$ cat src/rtl/rr_resource_arbiter.sv
// rr_resource_arbiter
//   Round-robin arbiter sharing one datapath resource between N_REQ
//   requesters. A grant is held for the owner's whole transaction, with no
//   preemption. After each release there is one RELEASE cycle with gnt=0,
//   then arbitration resumes from IDLE. The rotating priority pointer moves
//   just past the previous owner.
//
//   Optional feature (compile-time macro ARB_WATCHDOG_EN):
//     A hold counter revokes a grant after HOLD_MAX GRANT cycles. The
//     revocation is flagged with a one-cycle timeout pulse and a sticky
//     timeout_id. Without the macro, grants are held indefinitely and
//     timeout/timeout_id are tied to zero.
//
// Ports
//   clk        : clock; all state updates on the rising edge
//   reset      : synchronous, active-high reset
//   req        : per-requester request level, held for the whole transaction
//   done       : per-requester end-of-transaction pulse (used from the owner only)
//   gnt        : registered one-hot grant
//   gnt_id     : encoded owner index; holds the last owner while idle
//   busy       : high in GRANT and RELEASE
//   timeout    : one-cycle pulse when the watchdog revokes a grant
//   timeout_id : index of the last revoked owner (sticky)
module rr_resource_arbiter #(
    parameter int N_REQ    = 4,
    parameter int IDX_W    = 2,
    parameter int HOLD_MAX = 40,
    parameter int CNT_W    = 6
) (
    input  logic             clk,
    input  logic             reset,
    input  logic [N_REQ-1:0] req,
    input  logic [N_REQ-1:0] done,
    output logic [N_REQ-1:0] gnt,
    output logic [IDX_W-1:0] gnt_id,
    output logic             busy,
    output logic             timeout,
    output logic [IDX_W-1:0] timeout_id
);

    typedef enum logic [1:0] {
        S_IDLE,
        S_GRANT,
        S_RELEASE
    } state_t;

    state_t           state;
    logic [IDX_W-1:0] ptr;
    logic [IDX_W-1:0] winner;
    logic [IDX_W-1:0] ptr_next;
    logic             owner_release;

    // First requester at or after p, wrapping modulo N_REQ. The request
    // vector is rotated right by p, so bit 0 of the rotated copy is the
    // highest-priority requester. The lowest set bit of that copy gives the
    // offset from p.
    function automatic logic [IDX_W-1:0] rr_pick(input logic [N_REQ-1:0] r,
                                                 input logic [IDX_W-1:0] p);
        logic [N_REQ-1:0] rot;
        int               off;
        int               w;
        rot = N_REQ'({r, r} >> p);
        off = 0;
        for (int i = N_REQ - 1; i >= 0; i--) begin
            if (rot[i]) off = i;
        end
        w = int'(p) + off;
        if (w >= N_REQ) w = w - N_REQ;
        return IDX_W'(w);
    endfunction

    always_comb winner = rr_pick(req, ptr);

    // gnt is one-hot while granting, so masking with it selects the owner's
    // bits without an index. A dropped req and a done pulse arriving together
    // still form a single release.
    always_comb owner_release = ~(|(req & gnt)) | (|(done & gnt));

    // Explicit wrap so non-power-of-two N_REQ never lands on an unused index.
    always_comb ptr_next = (gnt_id == IDX_W'(N_REQ - 1)) ? '0 : gnt_id + 1'b1;

`ifdef ARB_WATCHDOG_EN
    logic [CNT_W-1:0] hold_cnt;
    logic             timeout_r;
    logic [IDX_W-1:0] timeout_id_r;
    logic             wd_expire;

    always_comb wd_expire = (hold_cnt == CNT_W'(HOLD_MAX - 1));

    assign timeout    = timeout_r;
    assign timeout_id = timeout_id_r;
`else
    assign timeout    = 1'b0;
    assign timeout_id = '0;

    // The watchdog sizing parameters have no effect in this build.
    logic unused_cfg;
    assign unused_cfg = ^(CNT_W'(HOLD_MAX));
`endif

    always_ff @(posedge clk) begin
        if (reset) begin
            state  <= S_IDLE;
            gnt    <= '0;
            gnt_id <= '0;
            busy   <= 1'b0;
            ptr    <= '0;
`ifdef ARB_WATCHDOG_EN
            hold_cnt     <= '0;
            timeout_r    <= 1'b0;
            timeout_id_r <= '0;
`endif
        end else begin
`ifdef ARB_WATCHDOG_EN
            timeout_r <= 1'b0;
`endif
            case (state)
                S_IDLE: begin
                    if (|req) begin
                        state  <= S_GRANT;
                        gnt    <= N_REQ'(1) << winner;
                        gnt_id <= winner;
                        busy   <= 1'b1;
`ifdef ARB_WATCHDOG_EN
                        hold_cnt <= '0;
`endif
                    end
                end
                S_GRANT: begin
                    if (owner_release) begin
                        state <= S_RELEASE;
                        gnt   <= '0;
                        ptr   <= ptr_next;
                    end
`ifdef ARB_WATCHDOG_EN
                    // A normal release on the limit cycle wins: no pulse.
                    else if (wd_expire) begin
                        state        <= S_RELEASE;
                        gnt          <= '0;
                        ptr          <= ptr_next;
                        timeout_r    <= 1'b1;
                        timeout_id_r <= gnt_id;
                    end
                    if (hold_cnt != '1) hold_cnt <= hold_cnt + 1'b1;
`endif
                end
                S_RELEASE: begin
                    state <= S_IDLE;
                    busy  <= 1'b0;
                end
                default: begin
                    state <= S_IDLE;
                    gnt   <= '0;
                    busy  <= 1'b0;
                end
            endcase
        end
    end

endmodule
$ cat config.mk
export PLATFORM = sky130hd
export DESIGN_NAME = rr_resource_arbiter
export DESIGN_NICKNAME = d
export VERILOG_FILES = /design/src/rtl/rr_resource_arbiter.sv
export SDC_FILE = /design/constraint.sdc
export NUM_CORES = 1
export LEC_CHECK = 0
export ABC_AREA = 1
export BUFFER_PORTS_ARGS = -buffer_cell sky130_fd_sc_hd__buf_2
export CAP_MARGIN = 20
export CORE_ASPECT_RATIO = 1.1
export CORE_MARGIN = 2
export CORE_UTILIZATION = 30
export DETAILED_ROUTE_END_ITERATION = 12
export PLACE_DENSITY = 0.55
export SYNTH_ARGS = -nofsm -noshare
export SYNTH_HDL_FRONTEND = slang
export SYNTH_SLANG_ARGS = --single-unit
export TNS_END_PERCENT = 100
$ cat constraint.sdc
create_clock -name clk -period 2.3 [get_ports clk]
set_input_delay 0.345 -clock clk [delete_from_list [all_inputs] [get_ports clk]]
set_output_delay 0.345 -clock clk [all_outputs]
set_load 0.02 [all_outputs]
==> flow_metrics.py, run 1 <==
metrics = {
    "run_status": {
        "status": "completed",
    },
    "place": {
        "post_dp_cell_area_um2": 777,
        "gp_congestion": 0.753,
        "post-dp-hpwl_um": 1190,
        "place_ws_ps": 356,
        "io_buffers": 16,
    },
    "die": {
        "start_util": 0.310,
        "die_w_um": 49.3,
        "coreArea_um2": 2180,
        "ioPinCount": 20,
        "rows": 18,
        "die_area_um2": 2660,
        "die_y_um": 53.9,
    },
    "yosys": {
        "synth-seq-area-share": 0.325,
        "synth_ff_type": "dfxtp_1",
        "synth_area_per_cell_um2": 6.58,
        "ys.warnings.count": 0,
        "synth_area_um2": 678,
        "synth_most_common_cell": "nand2_1",
        "yosys.area.top_type": "dfxtp_1",
        "synth_edf_count": 0,
        "ys_top_cells_by_area": "dfxtp_1, nand2_1, nand3_1, a21oi_1, inv_1",
        "syn_inst": 103,
        "yosys-top-cells-count": "nand2_1, nand3_1, dfxtp_1",
        "synth_cell_type_count": 21,
        "synth-seq-cells": 11,
        "synth_top_area_frac": 0.325,
        "async_flop_share": 0,
    },
    "global_route": {
        "grt-ovfl-total": 0,
        "grt_usage": 0.121,
        "grt_pass1_vias": 593,
        "grt_first_pass_wirelength_um": 2500,
        "antenna_found_initial": 0,
        "grt_max_degree": 11,
    },
    "power": {
        "p_leak_nw": 0.392,
        "powerDensity_nw_per_um2": 1300,
        "peakVddDrop_mv": 0.572,
    },
    "detailed_routing": {
        "dr.pass1.iters": 4,
        "totalWireLength_um": 1450,
        "post-route-drc-count": 0,
        "vias": 701,
        "ant_nets": 0,
        "drt-initial-drc-count": 12,
        "drt-wirelength-per-cell_um": 9.63,
        "via_per_inst": 4.64,
    },
    "sta": {
        "fin_crit_ps": 1940,
        "whs_ps": 372,
        "final-setup-viol-count": 0,
        "slew_violations": 0,
        "finClkSkew_ps": 2.84,
        "hold_viol": 0,
        "finalWorstSetupSlack_ps": 355,
        "timing.fmax_mhz": 514,
        "period_share": 0.845,
        "rsz0062_at_grt": "no",
        "fin_setup_tns_ps": 0,
    },
    "critical_path": {
        "rr_worst_depth": 13,
        "critPathArrivalTime_ps": 2110,
        "slowest_delay_ps": 450,
        "critPathKind": "reg2reg",
        "cpMaxStageDelayCell": "dfxtp_1",
        "worst-path-max-fanout": 6,
        "critPathRequiredTime_ps": 2460,
        "crit_path_end_kind": "flip-flop",
        "critPathLaunchType": "flip-flop",
        "cp_cell_sequence": "inv_2, nand2_1, nand3_1, nand2_1, nand3_1, a21boi_0, ha_1, xor2_1, inv_1, nand3_2, nand2_2, o21ai_1, inv_1",
    },
    "cells_and_area": {
        "seqCellArea_um2": 220,
        "design_area_um2": 803,
        "num-fill-cells": 252,
        "area_growth_syn_to_layout_pct": 18.5,
        "antenna_cells": 0,
        "final_nets": 134,
        "layout-drive-gt1-share": 0.256,
        "multiInputGateArea_um2": 402,
        "postLayoutCoreUtil": 0.368,
    },
    "clocking": {
        "cts_buffers": 3,
        "htreeDepth": 1,
        "cts.sink_count": 11,
        "cts-resized-gates": 0,
        "clk_pin_slew_ps": 70,
        "postCtsHoldBufs": 0,
        "cts_setup_buffers": 0,
        "clk_latency_ps": 260,
        "root_buffer": "clkbuf_4",
        "clk_path_buf_depth": 2,
        "cts_tree": "yes",
    },
    "hold_path": {
        "hp-class": "in2reg",
        "min_path_cells": 2,
    },
    "job": {
        "drv_cap": 0,
    },
}
[flip-flops by register name, summed over array words and instances, names as in the netlist]
name	cells
busy	1
gnt	4
gnt_id	2
ptr	2
state	2
[worst paths after layout]
path / slack [ps] / endpoint / from
setup / recovery: 360 / gnt_id[1]$_SDFFE_PP0P_ / ptr[0]$_SDFFE_PP0P_
hold / removal: 370 / gnt[2]$_SDFFE_PP0P_ / reset
setup reg to reg: 360 / gnt_id[1]$_SDFFE_PP0P_ / ptr[0]$_SDFFE_PP0P_
hold reg to reg: 460 / busy$_SDFFE_PP0P_ / busy$_SDFFE_PP0P_
[layout by cell type, fill, tap and decap left out, types with 4 or more instances in the layout]
master	count
inv_1	7
nand2_1	30
nand3_1	13
buf_2	16
nand2_2	4
a21oi_1	9
nor2_1	6
dfxtp_1	11
[routing by layer]
| metal | wire length (um) | GRT usage | vias to the layer above |
|---|---|---|---|
| li1 | - | - | 368 |
| met1 | 689 | 0.136 | 316 |
| met2 | 692 | 0.223 | 15 |
| met3 | 63 | 0.0333 | 2 |
| met4 | 9 | 0.0429 | 0 |
| met5 | 0 | 0 | - |
[cells by family (layout without fill, tap and decap cells)]
group | count (synthesis) | after routing | synth area share
AND/OR/NAND/NOR | 57 | 57 | 0.380
AO/OA/AOI/OAI | 17 | 17 | 0.146
buffers and inverters | 14 | 30 | 0.0941
flip-flops | 11 | 11 | 0.325
adder cells (fa/ha/maj) | 2 | 2 | 0.0369
other | 1 | 3 | 0.00553
XOR/XNOR | 1 | 1 | 0.0129
[critical path, delay by kind of cell (launching register included)]
kind,cells,cell delay [ps]
AO/OA/AOI/OAI,2,270
AND/OR/NAND/NOR,6,510
XOR/XNOR,1,210
flip-flops,1,450
adder cells (fa/ha/maj),1,180
buffers and inverters,3,210
[report_power, final]
part	leakage, nW	switching, mW	total (mW)	internal [mW]
Sequential	0.0907	0.0738	0.334	0.260
Combinational	0.286	0.370	0.579	0.210
Clock	0.0150	0.0617	0.129	0.0671
[stage by stage]
| stage | total power, mW | cells |
|---|---|---|
| after global routing | 1.15 | 151 |
| after floorplan | 0.785 | 105 |
| after CTS | 1.05 | 151 |
| after global placement | 0.918 | 147 |
| final | 1.04 | 151 |
| after detailed placement | 0.920 | 147 |
[final cells by class]
type | instances | area share
clock buffers | 4 | 0.0327
flip-flops and latches | 11 | 0.274
inverters | 10 | 0.0467
multi-input cells | 80 | 0.500
repair buffers | 16 | 0.0997
well taps | 30 | 0.0467
No activity file was read; power rests on OpenSTA's default activity.
==> run 2, diff against run 1 <==
ABC_AREA = 0   (was 1)
clock period = 2 ns   (was 2.3 ns; I/O delays follow)
==> flow_metrics.py, run 2 <==
metrics = {
    "detailed_routing": {
        "dr.pass1.iters": 4,
        "post-route-drc-count": 0,
        "ant_nets": 0,
        "totalWireLength_um": 1860,
        "via_per_inst": 5.07,
        "vias": 751,
        "drt-wirelength-per-cell_um": 12.6,
        "drt-initial-drc-count": 13,
    },
    "critical_path": {
        "cpMaxStageDelayCell": "or4b_4",
        "crit_path_start": "ptr[0]$_SDFFE_PP0P_",
        "critPathRequiredTime_ps": 2220,
        "crit_end": "gnt[0]$_SDFFE_PP0P_",
        "reg2reg_from": "ptr[0]$_SDFFE_PP0P_",
        "critPathArrivalTime_ps": 2420,
        "rr_worst_depth": 6,
        "slowest_delay_ps": 520,
        "worst-path-max-fanout": 5,
        "timing.rr.end": "gnt[0]$_SDFFE_PP0P_",
        "crit_family": "simple AND/OR/NAND/NOR gates",
        "cp_cell_sequence": "or4_4, o211ai_1, ha_2, or4b_4, mux2_4, nand2_2",
        "critPathLaunchType": "flip-flop",
        "critPathKind": "reg2reg",
        "crit_cells": 6,
        "ff2ff_setup_slack_ps": -200,
        "crit_path_end_kind": "flip-flop",
        "crit_buf_inv": 0,
    },
    "yosys": {
        "synth_adder_area_share": 0.0342,
        "synth-seq-area-share": 0.301,
        "synth_edf_count": 0,
        "synth_compound_area_frac": 0.179,
        "synth_cell_type_count": 33,
        "syn_inst": 88,
        "ys_top_cells_by_area": "dfxtp_1, nor2_1, mux2_2, nand3b_1, buf_4",
        "synth_area_per_cell_um2": 8.32,
        "async_flop_share": 0,
        "synth_most_common_cell": "nor2_1",
        "yosys-top-cells-count": "nor2_1, dfxtp_1, nand2_1",
        "synth_xor_area_frac": 0.0239,
        "synth-seq-cells": 11,
        "yosys.area.top_type": "dfxtp_1",
        "synth_area_um2": 732,
        "synthMuxAreaShare": 0.0889,
        "synth_top_area_frac": 0.301,
        "synth_ff_type": "dfxtp_1",
        "yosys.area_share.simple": 0.296,
        "ys.warnings.count": 0,
        "synth_top_family_by_area": "simple AND/OR/NAND/NOR gates",
    },
    "die": {
        "coreArea_um2": 2270,
        "die_w_um": 51.1,
        "die_area_um2": 2850,
        "rows": 18,
        "die_y_um": 55.8,
        "start_util": 0.322,
        "ioPinCount": 20,
    },
    "power": {
        "clock_power_share": 0.146,
        "netSwitchingFraction": 0.398,
        "power_frac_comb": 0.542,
        "internal-power_mw": 0.661,
        "peakVddDrop_mv": 0.567,
        "powerDensity_nw_per_um2": 1070,
        "p_sw_mw": 0.436,
        "seqPwrFrac": 0.312,
        "total_power_mw": 1.10,
        "p_leak_nw": 0.454,
    },
    "sta": {
        "final-setup-viol-count": 4,
        "timing.fmax_mhz": 455,
        "period_share": 1.10,
        "maxSlewHeadroom": 0.470,
        "hold_viol": 0,
        "finClkSkew_ps": 3.56,
        "fin_crit_ps": 2200,
        "tightest_slew_ps": 790,
        "rsz0062_at_grt": "yes",
        "finalWorstSetupSlack_ps": -197,
        "fin_setup_tns_ps": -492,
        "slew_violations": 0,
    },
    "place": {
        "placed_cells_incl_taps": 141,
        "io_buffers": 16,
        "place_ws_ps": -231,
        "post-dp-hpwl_um": 1300,
        "gp_congestion": 0.749,
        "post_dp_cell_area_um2": 913,
    },
    "global_route": {
        "grt_usage": 0.150,
        "grt_first_pass_wirelength_um": 3340,
        "grt-ovfl-total": 0,
        "grt_use_met2": 0.249,
        "met3_usage": 0.0161,
        "grt_max_degree": 15,
        "top_usage_layer": "met2",
        "grt_pass1_vias": 754,
        "antenna_found_initial": 0,
        "grtUsageMet1": 0.196,
    },
    "clocking": {
        "root_buffer": "clkbuf_4",
        "clk_pin_slew_ps": 80,
        "cts.sink_count": 11,
        "cts_tree": "yes",
        "clk_path_buf_depth": 2,
        "clk_latency_ps": 270,
        "cts_buffers": 3,
        "htreeDepth": 1,
    },
    "job": {
        "drv_cap": 0,
    },
    "cells_and_area": {
        "max_flop_register": "gnt",
        "final_cell_mix": "buf_2, buf_4, nor2_1, dfxtp_1, nand3b_1",
        "finalNonFillerCells": 148,
        "largest_reg_flops": 4,
        "design_area_um2": 1020,
        "antenna_cells": 0,
        "final_nets": 131,
        "final_common_cell": "buf_2",
        "layout-drive-gt1-share": 0.441,
        "area_growth_syn_to_layout_pct": 40.0,
    },
    "hold_path": {
        "hp-class": "in2reg",
    },
    "run_status": {
        "status": "finished with violations",
        "violations": "negative setup slack",
    },
}
run 2: final cells by class:
| class | instances | area (um^2) |
|---|---|---|
| multi-input combinational | 70 | 529 |
| clock buffer | 4 | 26.3 |
| fill | 228 | 1250 |
| inverter | 1 | 3.75 |
| timing repair buffer | 32 | 204 |
| sequential | 11 | 224 |
| tap | 30 | 37.5 |
run 2: how the worst min path moves through the flow:
stage	from	endpoint	slack (ps)	cells past startpoint
2_1_floorplan	reset	state[1]$_SDFFE_PP0P_	370	1
6_report	reset	state[0]$_SDFFE_PP0P_	360	2
3_3_place_gp	busy$_SDFFE_PP0P_	busy$_SDFFE_PP0P_	460	2
3_5_place_dp	busy$_SDFFE_PP0P_	busy$_SDFFE_PP0P_	460	2
5_1_grt	reset	state[1]$_SDFFE_PP0P_	390	2
4_1_cts	reset	state[0]$_SDFFE_PP0P_	360	2
run 2: cells by family after synthesis:
logic type,count (synthesis)
and+or+nand+nor,40
muxes,6
adders and majority gates,2
buffers and inverters,9
DFF,11
xor gates and xnor gates,2
other,1
AOI/OAI and AO/OA,17
run 2: per-stage QoR:
| stage | hold slack, ps | utilization |
|---|---|---|
| 6_report | 356 | 0.450 |
| 5_1_grt | 391 | 0.450 |
| 4_1_cts | 360 | 0.436 |
| 3_5_place_dp | 461 | 0.402 |
| 3_3_place_gp | 457 | 0.402 |
| 2_1_floorplan | 372 | - |
run 2: what timing repair did:
action,4_1_cts,5_1_grt
gates cloned,0,0
buffers inserted,3,0
hold buffers,0,0
pin swaps,5,2
endpoints found under the setup margin,4,5
resized for setup,9,9
run 2: power by group through the flow:
stage / sequential [mW] / clock [mW] / combinational (mW)
2_1_floorplan: 0.376 / 0 / 0.297
3_3_place_gp: 0.341 / 0 / 0.498
3_5_place_dp: 0.345 / 0 / 0.501
4_1_cts: 0.340 / 0.162 / 0.567
5_1_grt: 0.355 / 0.172 / 0.654
6_report: 0.342 / 0.160 / 0.595
run 2: metal layers:
metal,wire length (um),share of wire
met2,891,0.48
met5,0,0
met3,61,0.033
met1,876,0.47
met4,34,0.018
==> run 3, diff against run 2 <==
ABC_CLOCK_PERIOD_IN_PS = 2000   (was not set)
CORE_UTILIZATION = 45   (was 30)
PLACE_DENSITY = 0.74   (was 0.55)
==> flow_metrics.py, run 3 (same netlist as run 2, synthesis figures left out) <==
metrics = {
    "detailed_routing": {
        "dr.pass1.iters": 4,
        "via_per_inst": 5.43,
        "vias": 750,
        "drt-wirelength-per-cell_um": 13.8,
        "ant_nets": 0,
        "post-route-drc-count": 0,
        "drt-initial-drc-count": 14,
        "totalWireLength_um": 1900,
    },
    "critical_path": {
        "critPathArrivalTime_ps": 2380,
        "crit_path_start": "ptr[0]$_SDFFE_PP0P_",
        "cp_cell_sequence": "or4_1, o211ai_1, ha_2, xnor2_2, or4b_4, mux2_4, nand2_2",
        "rr_worst_depth": 7,
        "critPathLaunchType": "flip-flop",
        "crit_path_end_kind": "flip-flop",
        "reg2reg_from": "ptr[0]$_SDFFE_PP0P_",
        "ff2ff_setup_slack_ps": -160,
        "slowest_delay_ps": 480,
        "timing.rr.end": "gnt[2]$_SDFFE_PP0P_",
        "critPathKind": "reg2reg",
        "critPathRequiredTime_ps": 2220,
        "crit_end": "gnt[2]$_SDFFE_PP0P_",
        "worst-path-max-fanout": 6,
        "cpMaxStageDelayCell": "or4b_4",
    },
    "cells_and_area": {
        "design_area_um2": 1050,
        "area_growth_syn_to_layout_pct": 43.2,
        "final_nets": 134,
        "antenna_cells": 0,
        "max_flop_register": "gnt",
        "seqCellArea_um2": 224,
        "finalNonFillerCells": 138,
        "multiInputGateArea_um2": 539,
        "largest_reg_flops": 4,
        "layout-drive-gt1-share": 0.455,
        "num-fill-cells": 133,
        "final_cell_mix": "buf_2, buf_4, nor2_1, dfxtp_1, nand3b_1",
    },
    "clocking": {
        "clk_pin_slew_ps": 70,
        "cts_buffers": 3,
        "cts_tree": "yes",
        "cts.sink_count": 11,
        "root_buffer": "clkbuf_4",
        "clk_path_buf_depth": 2,
        "htreeDepth": 1,
        "postCtsHoldBufs": 0,
        "clk_latency_ps": 270,
    },
    "place": {
        "placed_cells_incl_taps": 130,
        "io_buffers": 16,
        "gp_congestion": 0.845,
        "post-dp-hpwl_um": 1330,
        "post_dp_cell_area_um2": 912,
    },
    "global_route": {
        "grt_use_met2": 0.320,
        "antenna_found_initial": 0,
        "grt_first_pass_wirelength_um": 2820,
        "grt_max_degree": 15,
        "grt_usage": 0.191,
        "top_usage_layer": "met2",
        "grt-ovfl-total": 0,
        "grt_pass1_vias": 656,
        "met3_usage": 0.0157,
        "grtUsageMet1": 0.239,
    },
    "sta": {
        "fin_crit_ps": 2160,
        "slew_violations": 0,
        "period_share": 1.08,
        "finalWorstSetupSlack_ps": -163,
        "tightest_slew_ps": 797,
        "maxSlewHeadroom": 0.465,
        "rsz0062_at_grt": "yes",
        "hold_viol": 0,
        "finClkSkew_ps": 2.12,
        "timing.fmax_mhz": 462,
        "final-setup-viol-count": 4,
    },
    "power": {
        "p_sw_mw": 0.445,
        "powerDensity_nw_per_um2": 1080,
        "peakVddDrop_mv": 0.657,
        "power_frac_comb": 0.565,
        "internal-power_mw": 0.692,
        "netSwitchingFraction": 0.392,
        "seqPwrFrac": 0.302,
        "clock_power_share": 0.132,
        "p_leak_nw": 0.483,
    },
    "run_status": {
        "status": "finished with violations",
        "violations": "negative setup slack",
    },
    "die": {
        "ioPinCount": 20,
        "coreArea_um2": 1540,
        "die_area_um2": 1970,
        "rows": 15,
        "die_y_um": 46.3,
        "start_util": 0.476,
        "die_w_um": 42.5,
    },
    "hold_path": {
        "hp-class": "in2reg",
    },
    "job": {
        "drv_cap": 0,
    },
}
## run 3: changes by cell type in the layout (fill, tap and decap cells not counted)
cell      delta
a211oi_1     -1
a211oi_2     +1
buf_4        +1
buf_6        +2
mux2_2       -1
mux2_4       +1
nand2_1      +1
nand2_2      -1
or4_1        +1
or4_4        -1
xnor2_1      -1
xnor2_2      +1
## run 3: final cells by class
type | instances | area share
sequential | 11 | 0.214
timing repair buffer | 35 | 0.223
inverter | 1 | 0.00358
multi-input combinational | 70 | 0.514
tap | 17 | 0.0203
clock buffer | 4 | 0.0251
## run 3: power by group through the flow
| stage | clock network (mW) | registers [mW] | logic, mW |
|---|---|---|---|
| 2_1_floorplan | 0 | 0.376 | 0.297 |
| 3_5_place_dp | 0 | 0.344 | 0.507 |
| 5_1_grt | 0.163 | 0.351 | 0.692 |
| 3_3_place_gp | 0 | 0.342 | 0.490 |
| 6_report | 0.151 | 0.344 | 0.643 |
| 4_1_cts | 0.155 | 0.339 | 0.587 |
## run 3: what timing repair did
item                       4_1_cts  5_1_grt
setup endpoints to repair        4        5
buffers inserted                 3        1
resized for setup               12        9
pin swaps                        6        1
## run 3: how the worst min path moves through the flow
stage	from	to	slack [ps]	cells past startpoint
final	reset	ptr[0]$_SDFFE_PP0P_	370	2
after global routing	reset	ptr[0]$_SDFFE_PP0P_	380	2
after CTS	reset	ptr[0]$_SDFFE_PP0P_	360	2
after detailed placement	busy$_SDFFE_PP0P_	busy$_SDFFE_PP0P_	470	2
after global placement	busy$_SDFFE_PP0P_	busy$_SDFFE_PP0P_	460	2
after floorplan	reset	state[1]$_SDFFE_PP0P_	370	1
## run 3: critical path, delay by kind of cell (launching register included)
kind            cells  cell delay, ps
xor+xnor            1             110
simple gates        3            1000
fa+ha+maj           1             230
flops               1             370
mux                 1             290
compound gates      1             110
## run 3: metal layers
layer  vias to the layer above  wire length [um]
li1                        385                 -
met1                       346               816
met2                        14               975
met3                         5                69
met4                         0                40
met5                         -                 0
## run 3: stage by stage
step | setup WS, ps | hold slack [ps] | setup TNS, ps | utilization | total power [mW]
after global placement | -192 | 458 | -598 | 0.593 | 0.831
after CTS | -171 | 362 | -392 | 0.651 | 1.08
final | -163 | 369 | -378 | 0.681 | 1.14
after floorplan | -235 | 372 | -467 | - | 0.672
after detailed placement | -258 | 467 | -785 | 0.593 | 0.851
after global routing | -252 | 383 | -808 | 0.681 | 1.21
